===== src/rtl/hit_resolver.sv =====
// rtl/hit_resolver.sv - two-stage facing-aware hitbox/hurtbox overlap and hit resolution for two players
// Stage 1 registers per-player boxes, stage 2 resolves connects into hit/blocked/damage pulses.
module hit_resolver #(
  parameter int unsigned        POS_W      = 10,
  parameter int unsigned        STATE_W    = 4,
  parameter int unsigned        FRAME_W    = 5,
  parameter int unsigned        DMG_W      = 6,
  parameter int unsigned        PLAYER_W   = 40,
  parameter logic [STATE_W-1:0] KICK_ST    = STATE_W'(3),
  parameter logic [STATE_W-1:0] GRAB_ST    = STATE_W'(4),
  parameter logic [STATE_W-1:0] BLOCK_ST   = STATE_W'(5),
  parameter int unsigned        KICK_ON    = 6,
  parameter int unsigned        KICK_OFF   = 8,
  parameter int unsigned        GRAB_ON    = 4,
  parameter int unsigned        GRAB_OFF   = 4,
  parameter int unsigned        KICK_RANGE = 30,
  parameter int unsigned        GRAB_RANGE = 12,
  parameter int unsigned        KICK_EXT   = 16,
  parameter int unsigned        GRAB_EXT   = 8,
  parameter int unsigned        KICK_DMG   = 10,
  parameter int unsigned        GRAB_DMG   = 15
) (
  input  logic               clk,
  input  logic               reset,
  input  logic [STATE_W-1:0] p1_state,
  input  logic [FRAME_W-1:0] p1_frame,
  input  logic [POS_W-1:0]   p1_pos,
  input  logic               p1_face_left,
  input  logic [STATE_W-1:0] p2_state,
  input  logic [FRAME_W-1:0] p2_frame,
  input  logic [POS_W-1:0]   p2_pos,
  input  logic               p2_face_left,
  output logic               p1_hit,
  output logic               p1_blocked,
  output logic [DMG_W-1:0]   p1_damage,
  output logic               p2_hit,
  output logic               p2_blocked,
  output logic [DMG_W-1:0]   p2_damage
);

  localparam int unsigned BW = POS_W + 1;

  typedef enum logic [1:0] {K_NONE = 2'd0, K_KICK = 2'd1, K_GRAB = 2'd2} kind_e;
  typedef enum logic [1:0] {A_IDLE = 2'd0, A_ARMED = 2'd1, A_SPENT = 2'd2} atk_e;

  typedef struct packed {
    kind_e         kind;
    logic          act;
    logic [BW-1:0] hit_lo;
    logic [BW-1:0] hit_hi;
    logic [BW-1:0] hurt_lo;
    logic [BW-1:0] hurt_hi;
  } box_t;

  function automatic kind_e kind_of(input logic [STATE_W-1:0] st);
    kind_e k;
    k = K_NONE;
    if (st == KICK_ST)      k = K_KICK;
    else if (st == GRAB_ST) k = K_GRAB;
    return k;
  endfunction

  function automatic logic [BW-1:0] sat_sub(input logic [BW-1:0] a, input logic [BW-1:0] b);
    return (a >= b) ? (a - b) : '0;
  endfunction

  function automatic box_t build_box(input logic [STATE_W-1:0] st, input logic [FRAME_W-1:0] fr,
                                     input logic [POS_W-1:0] pos, input logic face_left);
    box_t          b;
    logic [BW-1:0] x;
    logic [BW-1:0] range;
    logic [BW-1:0] ext;
    b.kind = kind_of(st);
    x      = {1'b0, pos};
    range  = (b.kind == K_KICK) ? BW'(KICK_RANGE) : BW'(GRAB_RANGE);
    ext    = (b.kind == K_KICK) ? BW'(KICK_EXT) : ((b.kind == K_GRAB) ? BW'(GRAB_EXT) : '0);
    b.act  = ((b.kind == K_KICK) && (fr >= FRAME_W'(KICK_ON)) && (fr <= FRAME_W'(KICK_OFF))) ||
             ((b.kind == K_GRAB) && (fr >= FRAME_W'(GRAB_ON)) && (fr <= FRAME_W'(GRAB_OFF)));
    // Both boxes grow toward the facing side; left-side bounds clamp at screen edge 0.
    if (face_left) begin
      b.hit_lo  = sat_sub(x, range);
      b.hit_hi  = x;
      b.hurt_lo = sat_sub(x, ext);
      b.hurt_hi = x + BW'(PLAYER_W);
    end else begin
      b.hit_lo  = x + BW'(PLAYER_W);
      b.hit_hi  = x + BW'(PLAYER_W) + range;
      b.hurt_lo = x;
      b.hurt_hi = x + BW'(PLAYER_W) + ext;
    end
    return b;
  endfunction

  function automatic logic overlaps(input box_t atk, input box_t def);
    return (atk.hit_lo <= def.hurt_hi) && (def.hurt_lo <= atk.hit_hi);
  endfunction

  // A kind change (incoming vs pipe) starts a new instance; lock holds off arming after reset.
  function automatic atk_e atk_next(input atk_e cur, input kind_e k_in, input kind_e k_pipe,
                                    input logic lock, input logic fired);
    atk_e n;
    n = cur;
    if (k_in != k_pipe)                n = ((k_in != K_NONE) && !lock) ? A_ARMED : A_IDLE;
    else if (k_in == K_NONE)           n = A_IDLE;
    else if ((cur == A_ARMED) && fired) n = A_SPENT;
    return n;
  endfunction

  box_t               p1_box_d, p2_box_d, p1_box_q, p2_box_q;
  logic [STATE_W-1:0] p1_st_q, p2_st_q;
  atk_e               p1_atk_q, p1_atk_d, p2_atk_q, p2_atk_d;
  logic               p1_lock_q, p1_lock_d, p2_lock_q, p2_lock_d;
  logic               p1_conn, p2_conn, p1_kc, p1_gc, p2_kc, p2_gc;
  logic               p1_hit_d, p1_blk_d, p2_hit_d, p2_blk_d;
  logic [DMG_W-1:0]   p1_dmg_d, p2_dmg_d;
  logic               p1_hit_q, p1_blk_q, p2_hit_q, p2_blk_q;
  logic [DMG_W-1:0]   p1_dmg_q, p2_dmg_q;

  always_comb begin
    p1_box_d = build_box(p1_state, p1_frame, p1_pos, p1_face_left);
    p2_box_d = build_box(p2_state, p2_frame, p2_pos, p2_face_left);
  end

  always_comb begin
    p1_conn  = p1_box_q.act && overlaps(p1_box_q, p2_box_q) && (p1_atk_q == A_ARMED);
    p2_conn  = p2_box_q.act && overlaps(p2_box_q, p1_box_q) && (p2_atk_q == A_ARMED);
    p1_kc    = p1_conn && (p1_box_q.kind == K_KICK);
    p1_gc    = p1_conn && (p1_box_q.kind == K_GRAB);
    p2_kc    = p2_conn && (p2_box_q.kind == K_KICK);
    p2_gc    = p2_conn && (p2_box_q.kind == K_GRAB);
    // Kicks trade, grabs tech each other, a kick beats a grab, and only kicks can be blocked.
    p1_blk_d = p1_kc && (p2_st_q == BLOCK_ST);
    p2_blk_d = p2_kc && (p1_st_q == BLOCK_ST);
    p1_hit_d = (p1_kc && (p2_st_q != BLOCK_ST)) || (p1_gc && !p2_gc && !p2_kc);
    p2_hit_d = (p2_kc && (p1_st_q != BLOCK_ST)) || (p2_gc && !p1_gc && !p1_kc);
    p1_dmg_d = '0;
    p2_dmg_d = '0;
    if (p1_hit_d) p1_dmg_d = (p1_box_q.kind == K_KICK) ? DMG_W'(KICK_DMG) : DMG_W'(GRAB_DMG);
    if (p2_hit_d) p2_dmg_d = (p2_box_q.kind == K_KICK) ? DMG_W'(KICK_DMG) : DMG_W'(GRAB_DMG);
  end

  always_comb begin
    p1_atk_d  = atk_next(p1_atk_q, p1_box_d.kind, p1_box_q.kind, p1_lock_q, p1_hit_d || p1_blk_d);
    p2_atk_d  = atk_next(p2_atk_q, p2_box_d.kind, p2_box_q.kind, p2_lock_q, p2_hit_d || p2_blk_d);
    p1_lock_d = p1_lock_q && (p1_box_d.kind != K_NONE);
    p2_lock_d = p2_lock_q && (p2_box_d.kind != K_NONE);
  end

  always_ff @(posedge clk or negedge reset) begin
    if (!reset) begin
      p1_atk_q  <= A_IDLE;
      p2_atk_q  <= A_IDLE;
      p1_lock_q <= 1'b1;
      p2_lock_q <= 1'b1;
    end else begin
      p1_atk_q  <= p1_atk_d;
      p2_atk_q  <= p2_atk_d;
      p1_lock_q <= p1_lock_d;
      p2_lock_q <= p2_lock_d;
    end
  end

  always_ff @(posedge clk or negedge reset) begin
    if (!reset) begin
      p1_box_q <= '0;
      p2_box_q <= '0;
      p1_st_q  <= '0;
      p2_st_q  <= '0;
      p1_hit_q <= 1'b0;
      p1_blk_q <= 1'b0;
      p1_dmg_q <= '0;
      p2_hit_q <= 1'b0;
      p2_blk_q <= 1'b0;
      p2_dmg_q <= '0;
    end else begin
      p1_box_q <= p1_box_d;
      p2_box_q <= p2_box_d;
      p1_st_q  <= p1_state;
      p2_st_q  <= p2_state;
      p1_hit_q <= p1_hit_d;
      p1_blk_q <= p1_blk_d;
      p1_dmg_q <= p1_dmg_d;
      p2_hit_q <= p2_hit_d;
      p2_blk_q <= p2_blk_d;
      p2_dmg_q <= p2_dmg_d;
    end
  end

  assign p1_hit     = p1_hit_q;
  assign p1_blocked = p1_blk_q;
  assign p1_damage  = p1_dmg_q;
  assign p2_hit     = p2_hit_q;
  assign p2_blocked = p2_blk_q;
  assign p2_damage  = p2_dmg_q;

endmodule


===== config.mk =====
export PLATFORM = sky130hd
export DESIGN_NAME = hit_resolver
export DESIGN_NICKNAME = d
export VERILOG_FILES = /design/src/rtl/hit_resolver.sv
export SDC_FILE = /design/constraint.sdc
export NUM_CORES = 1
export LEC_CHECK = 0
export CAP_MARGIN = 20
export CORE_MARGIN = 2
export CORE_UTILIZATION = 35
export CTS_CLUSTER_DIAMETER = 100
export DETAILED_ROUTE_END_ITERATION = 12
export PLACE_DENSITY_LB_ADDON = 0.1
export SLEW_MARGIN = 5
export SYNTH_ARGS = -nofsm -noshare
export SYNTH_HDL_FRONTEND = slang
export SYNTH_SLANG_ARGS = --single-unit

===== constraint.sdc =====
create_clock -name clk -period 2.6 [get_ports clk]
set_input_delay 0.39 -clock clk [delete_from_list [all_inputs] [get_ports clk]]
set_output_delay 0.39 -clock clk [all_outputs]
set_load 0.02 [all_outputs]

# Yosys cells after proc, flatten, opt, wreduce, memory -nomap -nowiden
# Cells that the tools add are included.
dict set report word_totals {
  register_bits 124
  out_inout_bits 16
  in_bits 42
}
dict set report op_classes {
  magnitude_cmp 16
  n_mux 28
  addsub 10
  reduce_logical 50
  eq_ne 20
}
# op n
set op_table {}
lappend op_table {{44-bit 2-to-1 mux} 2}
lappend op_table {{11-bit by 5-bit adder with 11-bit output} 4}
lappend op_table {{11-bit less-or-equal comparator} 4}
lappend op_table {{11-bit 2-to-1 mux} 4}
lappend op_table {{10-bit by 5-bit subtractor with 11-bit output} 4}
lappend op_table {{10-bit by 5-bit >= comparator with 1-bit output} 4}
lappend op_table {{1-bit logical AND} 32}
lappend op_table {{10-bit by 6-bit adder with 11-bit output (second input constant)} 2}
lappend op_table {{5-bit by 3-bit >= comparator with 1-bit output (second input constant)} 4}
lappend op_table {{2-bit 2-to-1 mux} 10}
lappend op_table {{5-bit 2-to-1 mux} 4}
lappend op_table {{4-bit by 3-bit equality test with 1-bit output (second input constant)} 4}
lappend op_table {{4-bit 2-to-1 mux} 4}
lappend op_table {{2-bit by 1-bit equality test with 1-bit output (second input constant)} 6}
lappend op_table {{5-bit by 3-bit less-or-equal comparator with 1-bit output (second input constant)} 2}
lappend op_table {{5-bit by 4-bit less-or-equal comparator with 1-bit output (second input constant)} 2}
lappend op_table {{2-bit equality test (second input constant)} 4}
lappend op_table {{4-bit by 2-bit equality test with 1-bit output (second input constant)} 2}
lappend op_table {{4-bit by 3-bit != test with 1-bit output (second input constant)} 2}
lappend op_table {{1-bit zero test} 6}
lappend op_table {{1-bit logical OR} 6}
lappend op_table {{3-bit 2-to-1 mux} 2}
lappend op_table {{3-bit nonzero test} 2}
lappend op_table {{2-bit zero test} 2}
lappend op_table {{other kinds (3)} 6}

# Longest topological paths before layout
dict set report logic_depth {
  ltp_word 14
  depth_mapped 11
  ltp_nobuf 11
}

# Least setup slack after synthesis
# No wires, ideal clock.
dict set report synth_timing {
  path_kind {input -> register}
  from {input port p2_state[3]}
  to {register p2_box_q[38] in the netlist's numbering}
  required_ns 2.473
  stages 11
  arrival_ns 2.737
  setup_ns 0.127
  path_slack_ns -0.264
  cell_sequence {nand4bb_1 > inv_1 > ha_1 > inv_1 > ha_1 > and3_4 > or4_4 > a211oi_4 > or2b_1 > o32a_1 > mux2i_1}
}
# item line_no
set synth_lines {}
lappend synth_lines {{start, declared} 29} ;# input logic [STATE_W-1:0] p2_state,
lappend synth_lines {{end signal, assigned} 177} ;# p2_box_q <= p2_box_d;
lappend synth_lines {{end, declared} 109} ;# box_t p1_box_d, p2_box_d, p1_box_q, p2_box_q;

# Worst setup path after layout
dict set report layout_timing {
  from {register p1_box_q[20] in the netlist's numbering}
  to {register p2_dmg_q[1] (netlist: p2_damage[1])}
}
dict set report layout_via {
  elab_chain_cells 9
  elab_cells_between_ends 11
  classes_between {1 x order compare; 1 x mux; 9 x reduce/logical}
}
# item line_no
set layout_lines {}
lappend layout_lines {{start, declared} 109}
lappend layout_lines {{start signal, assigned} 176} ;# p1_box_q <= p1_box_d;
lappend layout_lines {{11-bit less-or-equal comparator *} 95} ;# return (atk.hit_lo <= def.hurt_hi) && (def.hurt_lo <= atk.hit_hi);
lappend layout_lines {{1-bit logical AND *} 95}
lappend layout_lines {{1-bit logical AND * (2 in a row)} 126} ;# p2_conn = p2_box_q.act && overlaps(p2_box_q, p1_box_q) && (p2_atk_q == A_ARMED);
lappend layout_lines {{1-bit logical AND} 130} ;# p2_gc = p2_conn && (p2_box_q.kind == K_GRAB);
lappend layout_lines {{1-bit logical AND (2 in a row)} 135} ;# p2_hit_d = (p2_kc && (p1_st_q != BLOCK_ST)) || (p2_gc && !p1_gc && !p1_kc);
lappend layout_lines {{1-bit logical OR *} 135}
lappend layout_lines {{4-bit 2-to-1 mux *} 139} ;# if (p2_hit_d) p2_dmg_d = (p2_box_q.kind == K_KICK) ? DMG_W'(KICK_DMG) : DMG_W'(GRAB_DMG);
lappend layout_lines {{net p2_dmg_d[1]} 115} ;# logic [DMG_W-1:0] p1_dmg_d, p2_dmg_d;
lappend layout_lines {{end signal, assigned} 185} ;# p2_dmg_q <= p2_dmg_d;
lappend layout_lines {{end, declared} 117} ;# logic [DMG_W-1:0] p1_dmg_q, p2_dmg_q;
# The timed path passes the listed nets; every way through them passes the cells marked *.
# A chain may end at the register's enable or synchronous reset.

==> summary.md <==
| Metric | Value |
|---|---|
| First-pass GRT wire length | `29900 um` |
| Met2 wire length | `a little under 9000 um` |
| Worst hold margin | `0.0399 ns` |
| Number of flops mapped to enable cells by yosys | `0` |
| Post-Syn Area | `0.00663 sq mm` |
| Wire per inst | `17.5 um` |
| Top sig layer | `met4` |
| Switch share | `30.3%` |
| Vias | `5365` |
| FF-to-FF End | `p2_damage[1]` |
| Initial DRC count | `approximately 320` |
| Max Freq | `408 MHz` |
| Critical setup path kind | `flop to flop` |
| Die Height | `142 um` |
| H-tree depth | `3` |
| Starting density of the core | `a little over a third` |
| Flop pwr share | `about 45%` |
| CTS tree | `done` |
| Worst Path Required | `2.90 ns` |
| Post-synth top flop | `dfrtp_1` |
| # diodes | `0` |
| Internal Power | `2980 uW` |
| Commonest non-fill, non-tap cell in the layout | `buf_4` |
| Outcome | `complete, no violations` |
| Max_slew headroom | `56.7%` |
| Clk_lat worst skew | `roughly 0.36 ns` |
| Initial antenna violation count | `0` |
| Vias in the first global route | `5492` |
| Share of post-route cells with drive strength above 1 | `19.3%` |
| Reg2reg start | `p1_box_q[20]` |
| Peak supply drop | `314 uV` |
| Unrepaired setup endpoints after global routing | `no` |
| Setup Viol. Count Final | `0` |
| Critical Path End Type | `flop` |
| Routed Antenna Nets | `0` |
| Largest net degree at the start of global routing | `50` |
| Final core occ | `46.0%` |
| Combinational power share | `23.3%` |
| Ports | `58` |
| Routability Congestion | `0.851` |
| Most frequent cells in the layout | `buf_4 (112), dfrtp_1 (110), inv_1 (65)` |
| Final hold violation count | `0` |
| Post-synthesis area per instance | `9.67 sq um` |
| Final Worst Setup Slack | `0.152 ns` |
| Seq/Total Area, Yosys | `42.3%` |
| Minimum clock period | `2.45 ns` |
| Cts bufs inserted | `9` |
| Wl on met1 | `9010 um` |
| Critical Path Start Type | `flop` |
| Crit share post-route | `94.2%` |
| Max Root-Sink Buffers | `2` |
| Worst Max-Slew Pin Slew | `0.650 ns` |
| Max Cap Violations | `0` |
| DR DRC count | `0` |
| Area growth syn-to-layout | `29.4%` |
| WL met3 | `604 um` |
| GRT Resource Usage Total | `19.6%` |
| HPWL Detailed | `14800 um` |
| Row Count | `50` |
| Gr ovfl total | `0` |
| PwrDens | `498 mW/mm^2` |
| Slew Limit Fails | `0` |
| Synth async-reset ratio | `100%` |
| Critical-path maximum fanout | `5` |
| Flop2flop setup slack | `0.15 ns` |
| TNS Setup | `0 ns` |
| Clock group share of total power | `31.8%` |
| Die area | `0.0201 sq mm` |
| Worst Reg-to-Reg Cells | `7` |
| Mapped Cells | `686` |
| WL final | `18700 um` |
| Vias/cell | `5.00` |
| Final #Nets | `941` |
| IO Port Bufs | `53` |
| Core Region | `roughly 0.019 sq mm` |
| DRT Pass-1 Iters | `5` |
| Clock Skew | `0.00958 ns` |
| Clock Sinks | `112` |
| Hold Path Class | `primary input to async pin` |
| Critical Path AT | `2.75 ns` |
| Final Non-Filler Cells | `1072` |
| Net switching power | `about 1300 uW` |
| Post-synth cell types | `75` |
| Yosys reg bits | `112` |
| Critical Path Sink | `p2_damage[1]` |
| Number of cells after detailed placement | `1053` |
| CTS root buf | `clkbuf_16` |
| Synthesis Warnings | `0` |
| Leakage power | `0.00398 uW` |
| Clock slew at reported path FFs | `0.08 ns` |
| Pre-CTS setup slack | `-0.440 ns` |
| Die Width | `142 um` |
| Setup crit start | `p1_box_q[20]` |
[worst max-delay path, stage by stage (launching register included)]
cell      delay [ns]
dfrtp_1         0.41
ha_1            0.32
and3_1          0.20
a221oi_1        0.33
nand4b_1        0.14
a221o_2         0.48
or2_4           0.28
o21ba_1         0.22
[final cells by class]
| class | count | area (sq um) |
|---|---|---|
| fill | 1772 | 10100 |
| sequential | 112 | 2810 |
| clock buffer | 10 | 229 |
| inverter | 68 | 255 |
| multi-input combinational | 475 | 3510 |
| clock inverter | 6 | 53.8 |
| timing repair buffer | 167 | 1430 |
| tap | 234 | 293 |
[synthesized netlist by cell type, drive strengths merged (3+ instances only)]
cell     instances  share of area [%]
a211oi           6                1.0
a21boi           3               0.34
a21o             5               0.57
a21oi           37                2.8
a22oi            3               0.34
a31oi            3               0.28
and3             5               0.55
buf             22                2.1
clkbuf          12               0.68
dfrtp          110                 41
fa               4                1.2
ha              62                 12
inv             67                3.8
mux2             4               0.68
mux2i            6               0.91
nand2           50                2.8
nand2b          15                1.4
nand3           22                1.7
nand3b           8               0.91
nand4           10               0.94
nand4bb          3               0.51
nor2            42                2.4
nor2b            5               0.47
nor3            21                1.6
nor4             7               0.75
nor4b            4               0.53
o21a             6               0.68
o21ai           31                2.3
o221ai           3               0.40
o22ai           14                1.3
o31ai            3               0.34
or2              3               0.32
or3              4               0.38
xnor2           23                3.0
xor2            27                3.6
[layer usage]
metal	vias to the layer above	track usage, %
met2	100	32.4
met1	2589	27.2
met5	-	0
met4	0	4.47
met3	15	3.10
li1	2661	-
[cell families after synthesis]
family	count (synthesis)	share of synthesized area [%]
AND/OR/NAND/NOR	211	16.9
multiplexers	10	1.58
AO/OA/AOI/OAI	134	13.1
adder cells (fa/ha/maj)	66	12.9
other	1	0.0565
XOR/XNOR	50	6.60
buffers and inverters	102	6.58
flip-flops	112	42.3
[power by group through the flow]
stage	logic, uW	clock network [uW]	registers, uW
floorplan	544	0	1920
global placement	964	0	1950
detailed placement	974	0	1950
CTS	983	1400	1920
global route	1110	1460	1930
finish	993	1360	1920
[state kept, by name (all words and copies together), names as in the netlist, 2 cells and up]
register and count:
p2_st_q 4, p1_st_q 4, p2_box_q 46, p2_damage 2
p2_atk_q 2, p1_atk_q 2, p1_box_q 46, p1_damage 2
[what timing repair did]
item / 4_1_cts / 5_1_grt
cloned: 0 / 0
resized for setup: 2 / 21
setup buffers: 0 / 3
pin swaps: 0 / 5
setup endpoints to repair: 2 / 45
hold buffers: 0 / 0
endpoints found under the hold margin: 0 / 0
[how the worst min path moves through the flow]
stage	startpoint	end	slack (ns)	depth (start not counted)
floorplan	reset	p1_atk_q[0]	0.09	0
global placement	reset	p1_box_q[44]	0.45	1
detailed placement	reset	p1_box_q[44]	0.46	1
CTS	reset	p1_st_q[3]	0.07	1
global route	reset	p1_damage[2]	0.09	1
finish	reset	p1_damage[2]	0.04	1
[through the flow]
| step | total power (uW) | cell area [sq um] |
|---|---|---|
| 2_1_floorplan | 2470 | 6670 |
| 3_3_place_gp | 2920 | 8170 |
| 3_5_place_dp | 2930 | 8170 |
| 4_1_cts | 4310 | 8460 |
| 5_1_grt | 4500 | 8580 |
| 6_report | 4270 | 8580 |
Power figures use the tool's default switching activity.
==> edit, RTL diff (config.mk and constraints unchanged) <==
Register the input `p2_pos` before use, cleared by the reset. The logic sees it one clock later. The other inputs are not delayed to match.
--- a/src/rtl/hit_resolver.sv
+++ b/src/rtl/hit_resolver.sv
@@ -53,4 +53,14 @@
   } box_t;
 
+  logic [POS_W-1:0] p2_pos_q;
+
+  always_ff @(posedge clk or negedge reset) begin
+    if (!reset) begin
+      p2_pos_q <= '0;
+    end else begin
+      p2_pos_q <= p2_pos;
+    end
+  end
+
   function automatic kind_e kind_of(input logic [STATE_W-1:0] st);
     kind_e k;
@@ -119,5 +129,5 @@
   always_comb begin
     p1_box_d = build_box(p1_state, p1_frame, p1_pos, p1_face_left);
-    p2_box_d = build_box(p2_state, p2_frame, p2_pos, p2_face_left);
+    p2_box_d = build_box(p2_state, p2_frame, p2_pos_q, p2_face_left);
   end
 
Formal check against the unedited RTL: not equivalent (Yosys sat finds a counterexample within 4 cycles, from zero or initial values and one cycle with reset low).
==> edit against the unedited design <==
Cell area increased by 4.2%. Largest power group is now clock. Routed wire length decreased by 0.23%. Highest routed layer unchanged. Setup slack got worse by 50 ps. Clock power increased by 66%. Area after synthesis increased by 4.5%. Total power increased by 23%. Sequential cell count increased by 10. Final cell count increased by 3.6%.
==> edit: results (changes against the unedited design) <==
\begin{tabular}{lr}
\hline
Metric & Value \\
\hline
\multicolumn{2}{l}{\textbf{Synth}} \\
Complex-gate fraction of the synthesized area & 0.125 (-0.00623) \\
Xor and xnor area share after synthesis & 0.0657 (-0.000333) \\
Adder and majority cell fraction of the synthesized area & 0.123 (-0.00559) \\
Part of the Yosys area used for sequential elements & 0.441 (+0.0178) \\
Count of different cell masters after synthesis & 72 (-4.0\%) \\
\multicolumn{2}{l}{\textbf{Drt}} \\
Violation count after the first detailed-routing iteration & 345 (+6.8\%) \\
Total wire length & 18.7 mm (-0.23\%) \\
Total via count after detailed routing & 5500 (+2.5\%) \\
\multicolumn{2}{l}{\textbf{Clock tree}} \\
Clock latency reported for the late side of the worst-skew pair & 420 ps (+60 ps) \\
Count of H-tree levels built during CTS & 4 (+1) \\
Number of CTS-inserted buffers & 17 (+8) \\
\multicolumn{2}{l}{\textbf{Final layout}} \\
Top flop regs & p1\_box\_q (46), p2\_box\_q (46), p2\_pos\_q (10) \\
Filler Cell Count & 1846 (+4.2\%) \\
\multicolumn{2}{l}{\textbf{Setup path}} \\
Arrival time at the worst endpoint & 2860 ps (+110 ps) \\
Crit-path slowest cell & sky130\_fd\_sc\_hd\_\_or4\_1 \\
CP max stage delay & 600 ps (+120 ps) \\
Maximum fanout along the worst path & 4 (-1) \\
\multicolumn{2}{l}{\textbf{Global routing}} \\
First-pass GRT wire length & 29.7 mm (-0.95\%) \\
Vias in the first global route & 5627 (+2.5\%) \\
\multicolumn{2}{l}{\textbf{Timing}} \\
Worst Clk Skew & 7.61 ps (-1.97 ps) \\
Transition at the pin with the smallest max-transition slack & 613 ps (-36.5 ps) \\
\multicolumn{2}{l}{\textbf{Placement}} \\
Post-DP HPWL & 14.6 mm (-1.5\%) \\
GP Congestion & 0.849 (-0.27\%) \\
Pre-CTS WS & -516 ps (-75.8 ps) \\
Placed inst area & 8310 um2 (+1.8\%) \\
\multicolumn{2}{l}{\textbf{Run status}} \\
Outcome & complete, no violations \\
\multicolumn{2}{l}{\textbf{Power}} \\
Static leakage & 4.03 nW (+1.2\%) \\
\hline
\end{tabular}
==> edit: what timing repair did <==
item	CTS	global route
endpoints found under the setup margin	4	24
gates resized for setup	5	6
pin swaps	3	5
hold buffers	1	0
endpoints found under the hold margin	8	0
setup buffers	2	2
==> edit: path summary, 6_finish.rpt <==
| path | start | end | slack (ps) | depth (start not counted) |
|---|---|---|---|---|
| max | p1_state[2] | p1_box_q[18] | 100 | 9 |
| max in group asynchronous | reset | p2_lock_q | 1520 | 3 |
| min reg2reg | p2_lock_q | p2_lock_q | 460 | 1 |
| min in group clk | p2_pos[3] | p2_pos_q[3] | 410 | 1 |
| min | reset | p1_st_q[2] | 340 | 2 |
| max reg2reg | p1_box_q[5] | p1_atk_q[1] | 210 | 8 |
==> edit: cell type report <==
cell class | instances | area [um2] | area share
multi-input cells | 475 | 3480 | 0.389
flip-flops and latches | 122 | 3060 | 0.342
repair buffers | 149 | 1260 | 0.141
clock buffers | 18 | 429 | 0.0480
well taps | 265 | 332 | 0.0371
inverters | 68 | 255 | 0.0285
clock inverters | 14 | 138 | 0.0154
==> edit: power groups by stage <==
stage | Combinational (mW) | Sequential [mW] | Clock (mW)
finish | 0.901 | 2.11 | 2.26
global route | 1.02 | 2.12 | 2.42
CTS | 0.903 | 2.11 | 2.30
detailed placement | 0.894 | 2.15 | 0
global placement | 0.873 | 2.14 | 0
floorplan | 0.533 | 2.10 | 0
==> edit: cells by family (layout without fill, tap and decap cells) <==
kind of cell / after synthesis / after routing
simple gates: 204 / 204
compound gates: 138 / 138
flops: 122 / 122
buf+inv: 102 / 249
fa+ha+maj: 66 / 66
xor+xnor: 52 / 52
mux: 11 / 11
other cells: 1 / 4
==> edit: worst max-delay path: cells and delay by family <==
family	cells	cell delay (ps)
adder cells (fa/ha/maj)	2	620
AO/OA/AOI/OAI	1	100
AND/OR/NAND/NOR	3	1020
buffers and inverters	3	730
==> edit: per-layer routing <==
layer  vias to the layer above  track usage  wire length [um]
li1                       2688            -                 -
met1                      2660        0.249              8380
met2                       124        0.320              9140
met3                        28       0.0434               742
met4                         0       0.0577               409
met5                         -            0                 0
==> edit: per-stage QoR <==
step           instances  setup TNS [ps]
6_report            1111               0
5_1_grt             1111           -70.1
4_1_cts             1109               0
3_5_place_dp        1074          -17160
3_3_place_gp        1074          -16470
2_1_floorplan        699               0
